[config.mk]
export PLATFORM = sky130hd
export DESIGN_NAME = max7219_frame_sequencer
export DESIGN_NICKNAME = d
export VERILOG_FILES = /design/src/rtl/max7219_frame_seq_pkg.sv /design/src/rtl/max7219_tick_timer.sv /design/src/rtl/max7219_frame_sequencer.sv
export SDC_FILE = /design/constraint.sdc
export NUM_CORES = 1
export LEC_CHECK = 0
export ABC_CLOCK_PERIOD_IN_PS = 3400
export CORE_MARGIN = 2
export CORE_UTILIZATION = 57
export DETAILED_ROUTE_END_ITERATION = 10
export MAX_ROUTING_LAYER = met4
export PLACE_DENSITY = 0.75
export SLEW_MARGIN = 25
export SYNTH_ARGS = -nofsm -noshare
export SYNTH_HDL_FRONTEND = slang
export SYNTH_SLANG_ARGS = --single-unit
[constraint.sdc]
create_clock -name clk -period 3.4 [get_ports clk]
set_clock_uncertainty 0.15 [all_clocks]
set_input_delay 0.68 -clock clk [delete_from_list [all_inputs] [get_ports clk]]
set_output_delay 0.68 -clock clk [all_outputs]
set_load 0.02 [all_outputs]
[src/rtl/max7219_frame_seq_pkg.sv]
// Shared types and default sizing for the MAX7219 frame sequencer.
package max7219_frame_seq_pkg;

    localparam int C_RAM_ADDR_WIDTH = 8;
    localparam int C_HOLD_WIDTH     = 16;
    localparam int C_NB_FRAMES      = 8;
    localparam int C_IDX_WIDTH      = $clog2(C_NB_FRAMES);

    // Sequencer states; the value is exported on o_dbg_state.
    typedef enum logic [2:0] {
        IDLE    = 3'd0,
        LOAD    = 3'd1,
        ISSUE   = 3'd2,
        CHECK   = 3'd3,
        WAIT_EQ = 3'd4,
        HOLD    = 3'd5,
        NEXT    = 3'd6
    } t_seq_state;

    // One playlist entry at the default widths.
    typedef struct packed {
        logic [C_RAM_ADDR_WIDTH-1:0] start_ptr;
        logic [C_RAM_ADDR_WIDTH-1:0] last_ptr;
        logic [C_HOLD_WIDTH-1:0]     hold;
    } t_frame_entry;

endpackage

[src/rtl/max7219_tick_timer.sv]
// Hold timer: a tick prescaler feeding a hold down-counter.
// i_load captures the hold count, i_start arms the prescaler, i_run counts.
// o_expired flags the final cycle of the hold interval.
module max7219_tick_timer #(
    parameter int G_HOLD_WIDTH  = 16,
    parameter int G_TICK_CYCLES = 1000
) (
    input  logic                    clk,
    input  logic                    rst_n,
    input  logic                    i_load,
    input  logic [G_HOLD_WIDTH-1:0] i_hold,
    input  logic                    i_start,
    input  logic                    i_run,
    output logic                    o_zero,
    output logic                    o_expired
);

    localparam int PW = (G_TICK_CYCLES > 1) ? $clog2(G_TICK_CYCLES) : 1;
    localparam logic [PW-1:0] P_RELOAD = PW'(G_TICK_CYCLES - 1);

    logic [PW-1:0]           presc_q;
    logic [G_HOLD_WIDTH-1:0] cnt_q;

    // Prescaler reload/countdown and hold-count decrement on each tick.
    always_ff @(posedge clk or negedge rst_n) begin
        if (!rst_n) begin
            presc_q <= '0;
            cnt_q   <= '0;
        end else if (i_load) begin
            cnt_q <= i_hold;
        end else if (i_start) begin
            presc_q <= P_RELOAD;
        end else if (i_run) begin
            if (presc_q == '0) begin
                presc_q <= P_RELOAD;
                if (cnt_q != '0) cnt_q <= cnt_q - G_HOLD_WIDTH'(1);
            end else begin
                presc_q <= presc_q - PW'(1);
            end
        end
    end

    assign o_zero    = (cnt_q == '0);
    assign o_expired = i_run && (presc_q == '0) && (cnt_q == G_HOLD_WIDTH'(1));

endmodule

[src/rtl/max7219_frame_sequencer.sv]
// Plays a table of (start_ptr, last_ptr, hold) frames through the
// max7219_cmd_decod pointer interface.
// Decoder handshake: o_ptr_val is a one-cycle request carrying
// o_start_ptr/o_last_ptr; the decoder may answer with i_discard in the
// following cycle (request dropped, reissue) and later raises
// i_ptr_equality once the window has been sent.
// Optional build macro MAX7219_FRAME_SEQ_TIMEOUT_EN adds a WAIT_EQ watchdog
// and a limit of 3 consecutive discards.
module max7219_frame_sequencer
    import max7219_frame_seq_pkg::*;
#(
    parameter int G_RAM_ADDR_WIDTH = 8,
    parameter int G_NB_FRAMES      = 8,
    parameter int G_HOLD_WIDTH     = 16,
    parameter int G_TICK_CYCLES    = 1000
`ifdef MAX7219_FRAME_SEQ_TIMEOUT_EN
    , parameter int G_TIMEOUT_CYCLES = 1_000_000
`endif
) (
    input  logic                                 clk,
    input  logic                                 rst_n,
    input  logic                                 i_en,
    input  logic                                 i_start,
    input  logic                                 i_stop,
    input  logic                                 i_repeat,
    input  logic [$clog2(G_NB_FRAMES):0]         i_nb_frames,
    input  logic                                 i_cfg_we,
    input  logic [$clog2(G_NB_FRAMES)-1:0]       i_cfg_idx,
    input  logic [G_RAM_ADDR_WIDTH-1:0]          i_cfg_start_ptr,
    input  logic [G_RAM_ADDR_WIDTH-1:0]          i_cfg_last_ptr,
    input  logic [G_HOLD_WIDTH-1:0]              i_cfg_hold,
    output logic [G_RAM_ADDR_WIDTH-1:0]          o_start_ptr,
    output logic [G_RAM_ADDR_WIDTH-1:0]          o_last_ptr,
    output logic                                 o_ptr_val,
    output logic                                 o_loop,
    input  logic                                 i_ptr_equality,
    input  logic                                 i_discard,
    output logic                                 o_busy,
    output logic [$clog2(G_NB_FRAMES)-1:0]       o_frame_idx,
    output logic                                 o_done,
    output logic                                 o_err,
    output t_seq_state                           o_dbg_state
);

    localparam int IW = $clog2(G_NB_FRAMES);
    localparam logic [IW:0] NB_MAX = (IW+1)'(G_NB_FRAMES);

    logic [G_RAM_ADDR_WIDTH-1:0] tbl_start [G_NB_FRAMES];
    logic [G_RAM_ADDR_WIDTH-1:0] tbl_last  [G_NB_FRAMES];
    logic [G_HOLD_WIDTH-1:0]     tbl_hold  [G_NB_FRAMES];

    t_seq_state state_q, state_d;
    logic [IW-1:0] idx_q, idx_d;
    logic          stop_q, stop_d;
    logic          err_q, err_d;
    logic          done, ptr_val;
    logic          tmr_load, tmr_start, tmr_run, tmr_zero, tmr_expired;
    logic          nb_valid, is_last;
    logic [IW:0]   last_idx;

`ifdef MAX7219_FRAME_SEQ_TIMEOUT_EN
    logic [31:0] wd_q, wd_d;
    logic [1:0]  disc_q, disc_d;
`endif

    // Out-of-range frame counts fall back to a single frame.
    assign nb_valid = (i_nb_frames != '0) && (i_nb_frames <= NB_MAX);
    assign last_idx = nb_valid ? (i_nb_frames - (IW+1)'(1)) : '0;
    assign is_last  = ({1'b0, idx_q} == last_idx);

    // Frame table: written at any time, cleared by reset.
    always_ff @(posedge clk or negedge rst_n) begin
        if (!rst_n) begin
            for (int i = 0; i < G_NB_FRAMES; i++) begin
                tbl_start[i] <= '0;
                tbl_last[i]  <= '0;
                tbl_hold[i]  <= '0;
            end
        end else if (i_cfg_we) begin
            tbl_start[i_cfg_idx] <= i_cfg_start_ptr;
            tbl_last[i_cfg_idx]  <= i_cfg_last_ptr;
            tbl_hold[i_cfg_idx]  <= i_cfg_hold;
        end
    end

    // State, index, flags and the latched pointers of the frame in play.
    always_ff @(posedge clk or negedge rst_n) begin
        if (!rst_n) begin
            state_q     <= IDLE;
            idx_q       <= '0;
            stop_q      <= 1'b0;
            err_q       <= 1'b0;
            o_start_ptr <= '0;
            o_last_ptr  <= '0;
`ifdef MAX7219_FRAME_SEQ_TIMEOUT_EN
            wd_q        <= '0;
            disc_q      <= '0;
`endif
        end else begin
            state_q <= state_d;
            idx_q   <= idx_d;
            stop_q  <= stop_d;
            err_q   <= err_d;
`ifdef MAX7219_FRAME_SEQ_TIMEOUT_EN
            wd_q    <= wd_d;
            disc_q  <= disc_d;
`endif
            if (state_q == LOAD && i_en) begin
                o_start_ptr <= tbl_start[idx_q];
                o_last_ptr  <= tbl_last[idx_q];
            end
        end
    end

    // Next-state logic and decoder handshake strobes.
    always_comb begin
        state_d   = state_q;
        idx_d     = idx_q;
        stop_d    = stop_q;
        err_d     = err_q;
        done      = 1'b0;
        ptr_val   = 1'b0;
        tmr_load  = 1'b0;
        tmr_start = 1'b0;
        tmr_run   = 1'b0;
`ifdef MAX7219_FRAME_SEQ_TIMEOUT_EN
        wd_d      = wd_q;
        disc_d    = disc_q;
`endif
        if (i_stop && state_q != IDLE) stop_d = 1'b1;
        case (state_q)
            IDLE: begin
                if (i_start && i_en) begin
                    state_d = LOAD;
                    idx_d   = '0;
                    stop_d  = 1'b0;
                    err_d   = !nb_valid;
                end
            end
            LOAD: begin
                tmr_load = 1'b1;
                state_d  = ISSUE;
`ifdef MAX7219_FRAME_SEQ_TIMEOUT_EN
                disc_d   = '0;
`endif
            end
            ISSUE: begin
                ptr_val = 1'b1;
                state_d = CHECK;
            end
            CHECK: begin
                if (i_discard) begin
`ifdef MAX7219_FRAME_SEQ_TIMEOUT_EN
                    if (disc_q == 2'd3) begin
                        err_d   = 1'b1;
                        done    = 1'b1;
                        state_d = IDLE;
                    end else begin
                        disc_d  = disc_q + 2'd1;
                        state_d = ISSUE;
                    end
`else
                    state_d = ISSUE;
`endif
                end else begin
                    state_d = WAIT_EQ;
`ifdef MAX7219_FRAME_SEQ_TIMEOUT_EN
                    disc_d  = '0;
                    wd_d    = '0;
`endif
                end
            end
            WAIT_EQ: begin
                if (i_ptr_equality) begin
                    if (tmr_zero) begin
                        state_d = NEXT;
                    end else begin
                        tmr_start = 1'b1;
                        state_d   = HOLD;
                    end
                end
`ifdef MAX7219_FRAME_SEQ_TIMEOUT_EN
                else if (wd_q >= 32'(G_TIMEOUT_CYCLES - 1)) begin
                    err_d   = 1'b1;
                    done    = 1'b1;
                    state_d = IDLE;
                end else begin
                    wd_d = wd_q + 32'd1;
                end
`endif
            end
            HOLD: begin
                tmr_run = 1'b1;
                if (tmr_expired) state_d = NEXT;
            end
            NEXT: begin
                if (stop_q) begin
                    state_d = IDLE;
                    done    = 1'b1;
                end else if (is_last) begin
                    if (i_repeat) begin
                        idx_d   = '0;
                        state_d = LOAD;
                    end else begin
                        state_d = IDLE;
                        done    = 1'b1;
                    end
                end else begin
                    idx_d   = idx_q + IW'(1);
                    state_d = LOAD;
                end
            end
            default: state_d = IDLE;
        endcase
        // Disable wins over everything: drop to IDLE without side effects.
        if (!i_en) begin
            state_d = IDLE;
            idx_d   = idx_q;
            err_d   = err_q;
            done    = 1'b0;
            ptr_val = 1'b0;
        end
    end

    max7219_tick_timer #(
        .G_HOLD_WIDTH  (G_HOLD_WIDTH),
        .G_TICK_CYCLES (G_TICK_CYCLES)
    ) u_tick_timer (
        .clk       (clk),
        .rst_n     (rst_n),
        .i_load    (tmr_load),
        .i_hold    (tbl_hold[idx_q]),
        .i_start   (tmr_start),
        .i_run     (tmr_run),
        .o_zero    (tmr_zero),
        .o_expired (tmr_expired)
    );

    assign o_ptr_val   = ptr_val;
    assign o_done      = done;
    assign o_loop      = 1'b0;
    assign o_busy      = (state_q != IDLE);
    assign o_frame_idx = idx_q;
    assign o_err       = err_q;
    assign o_dbg_state = state_q;

endmodule
==> out/metrics.csv <==
metric,value,unit
synth-edff-count,0,
crit_path_top_delay_cell,clkdlybuf4s50_1,
ys_top_cells_by_count,"dfrtp_1, mux2_2, mux4_2",
hp-class,register to register,
synthCells,966,
cp.required,2.57,ns
coreArea,0.02432,mm²
antenna_found_initial,1,
finalNetCount,1103,
maxSlewHeadroom,0.4664,
arrival,2.44,ns
r2r_end,o_frame_idx[1],
max-cap-violations,0,
yosysSeqAreaShare,0.5427,
worstReg2RegStart,o_frame_idx[0],
synth_largest_area_cell,dfrtp_1,
cp_slowest_stage_delay,0.53,ns
io_pins,75,
grt_usage,0.2436,
path_clk_slew,0.06,ns
viasPerCell,6.019,
wl_per_cell,21.07,µm
period_needed,3.266,ns
synthFlopType,dfrtp_1,
cts_max_path_buffers,3,
worst_pin_slew,0.8003,ns
crit_chain,clkdlybuf4s50_1 -> buf_4 -> nor3b_1 -> o21ai_0 -> a32oi_2 -> nand3b_1 -> a21oi_2 -> buf_4,
yosys_warnings,0,
yosys.area.top_type_share,0.5427,
postLayoutCoreUtil,0.6796,
dpl.cell_count,1329,
p_leak,6.679,nW
place.gp.congestion,0.8305,
insertion_delay,0.56,ns
fin_crit_sh,0.9606,
fmax,306.2,MHz
powerDensity,655.5,mW/mm²
setup_viol,0,
worst_setup_path_start_kind,input pin,
yosys.cell_types.count,57,
finalHoldViolations,0,
fin_cells,1397,
yosysMostFrequentCell,dfrtp_1,
vias,8408,
synthToLayoutAreaGrowth,17.15,%
first_pass_iters,5,
rsz0062_at_grt,no,
path_common_cell,buf_4,
crit_cells,8,
async_flop_share,1.000,
dieHeight,161.3,µm
reg2regPathDepth,14,
status,"complete, no violations",
drc,0,
maxSlewViolCount,0,
end_kind,primary output,
startpoint,i_nb_frames[3],
grt_overflow,0,
grt_max_degree,89,
root_buffer,clkbuf_16,
crit_type,input pin to primary output,
worstPathMaxFanout,7,
drive_gt1_frac,0.4086,
r2r_setup_slack,0.71,ns
path_delay_family,buffers and inverters,
drtIter0Drc,557,
drtAntennaViolNets,0,
io_buffers,73,
grt_pass1_vias,8791,
syn-mean-instance-area,14.61,µm²
peakVddDrop,0.4888,mV
clock-sinks,306,
dp_hpwl,16510,µm
htreeDepth,1,
start_util,0.5801,
syn_area,0.01411,mm²
ys_ff_latch,306,
numCtsBuffers,31,
crit_buf_inv,3,
nFillCells,1743,
fp.dieW,161.3,µm
totalWireLength,29430,µm
die_area,0.02603,mm²
syn-num-nets,1020,
crit_path_end,o_done,
synth.area.top_cells,"dfrtp_1, mux2_2, mux4_2",
fin_setup_tns,0,ns
rows,57,
grt_pass1_wl,48370,µm
tritoncts,yes,
[registers in the layout, summed over array words and instances, names as in the netlist, 8 cells and up]
signal,count
o_start_ptr,8
u_tick_timer.presc_q,10
tbl_last,64
o_last_ptr,8
tbl_start,64
u_tick_timer.cnt_q,16
tbl_hold,128
[power breakdown]
| group | switching, mW | leakage, nW | internal [mW] |
|---|---|---|---|
| clock | 1.37 | 0.506 | 1.98 |
| combinational | 1.01 | 2.53 | 1.34 |
| sequential | 0.569 | 3.64 | 4.56 |
| total | 2.95 | 6.68 | 7.88 |
[metrics by stage]
stage / cell area (µm²) / hold slack (ns) / worst slack, ns / power, mW
floorplan: 14110 / 0.2344 / 0.4021 / 6.654
detailed placement: 15380 / 0.3378 / -0.5179 / 7.504
global placement: 15380 / 0.3318 / -0.4821 / 7.384
CTS: 16490 / 0.3513 / 0.02123 / 10.93
global route: 16530 / 0.3593 / 0.03881 / 11.42
finish: 16530 / 0.3484 / 0.1340 / 10.83
[timing repair]
action                                  4_1_cts  5_1_grt
gates resized for setup                       9        7
endpoints found under the hold margin        12        0
setup buffers                                 9        1
pin swaps                                     3        4
endpoints found under the setup margin        1        1
hold buffers                                  1        0
[layer usage]
layer | wire (µm) | share of wire | vias to the layer above | GRT usage
li1 | - | - | 3752 | -
met1 | 13710 | 0.47 | 4480 | 0.3563
met2 | 14360 | 0.49 | 149 | 0.3763
met3 | 1075 | 0.037 | 27 | 0.03313
met4 | 279 | 0.0095 | 0 | 0.04383
met5 | 0 | 0 | - | -
[cell type report]
| type | instances | area (µm²) | share of cell area |
|---|---|---|---|
| Sequential cell | 306 | 7664 | 0.4637 |
| Multi-Input combinational cell | 589 | 6226 | 0.3767 |
| Timing Repair Buffer | 110 | 1169 | 0.07070 |
| Clock buffer | 48 | 949.7 | 0.05746 |
| Tap cell | 324 | 405.4 | 0.02453 |
| Clock inverter | 8 | 71.32 | 0.004315 |
| Inverter | 11 | 41.29 | 0.002498 |
| Antenna cell | 1 | 2.502 | 0.0001514 |
[layout by cell type, fill, tap and decap left out, types with 11 or more instances in the layout]
| cell type | count |
|---|---|
| buf_12 | 12 |
| clkdlybuf4s50_1 | 69 |
| a21oi_1 | 35 |
| mux2_2 | 256 |
| mux4_2 | 64 |
| nand2_1 | 20 |
| clkbuf_8 | 11 |
| buf_4 | 25 |
| dfrtp_1 | 303 |
| xor2_1 | 11 |
| mux2i_1 | 21 |
| a211oi_1 | 16 |
| nor2_1 | 35 |
| nor2b_1 | 20 |
| xnor2_1 | 14 |
| clkbuf_16 | 31 |
[worst min path at each step]
stage / startpoint / endpoint / slack [ns] / cells after the start
CTS: tbl_start[12] / tbl_start[12] / 0.35 / 1
finish: tbl_hold[28] / tbl_hold[28] / 0.35 / 1
global placement: tbl_start[14] / tbl_start[14] / 0.33 / 1
detailed placement: tbl_start[12] / tbl_start[12] / 0.34 / 1
floorplan: rst_n / o_dbg_state[0] / 0.23 / 0
global route: tbl_start[33] / tbl_start[33] / 0.36 / 1
[worst reg2reg max path, stage by stage (launching register included)]
cell     delay, ns
dfrtp_4       0.56
nor3b_1       0.17
o21ai_0       0.20
a32oi_2       0.15
buf_4         0.16
buf_4         0.12
buf_4         0.12
buf_4         0.12
buf_4         0.12
buf_4         0.12
buf_4         0.12
buf_4         0.12
buf_4         0.12
nand2_1       0.11
a32o_1        0.17
[cells by family after synthesis]
group | count (synthesis) | synth area share
fa+ha+maj | 6 | 0.005321
flops | 306 | 0.5427
other cells | 1 | 0.0002658
buf+inv | 71 | 0.02004
xor+xnor | 25 | 0.01552
mux | 341 | 0.3214
compound gates | 83 | 0.03867
simple gates | 133 | 0.05605
No activity file was read; power rests on OpenSTA's default activity.
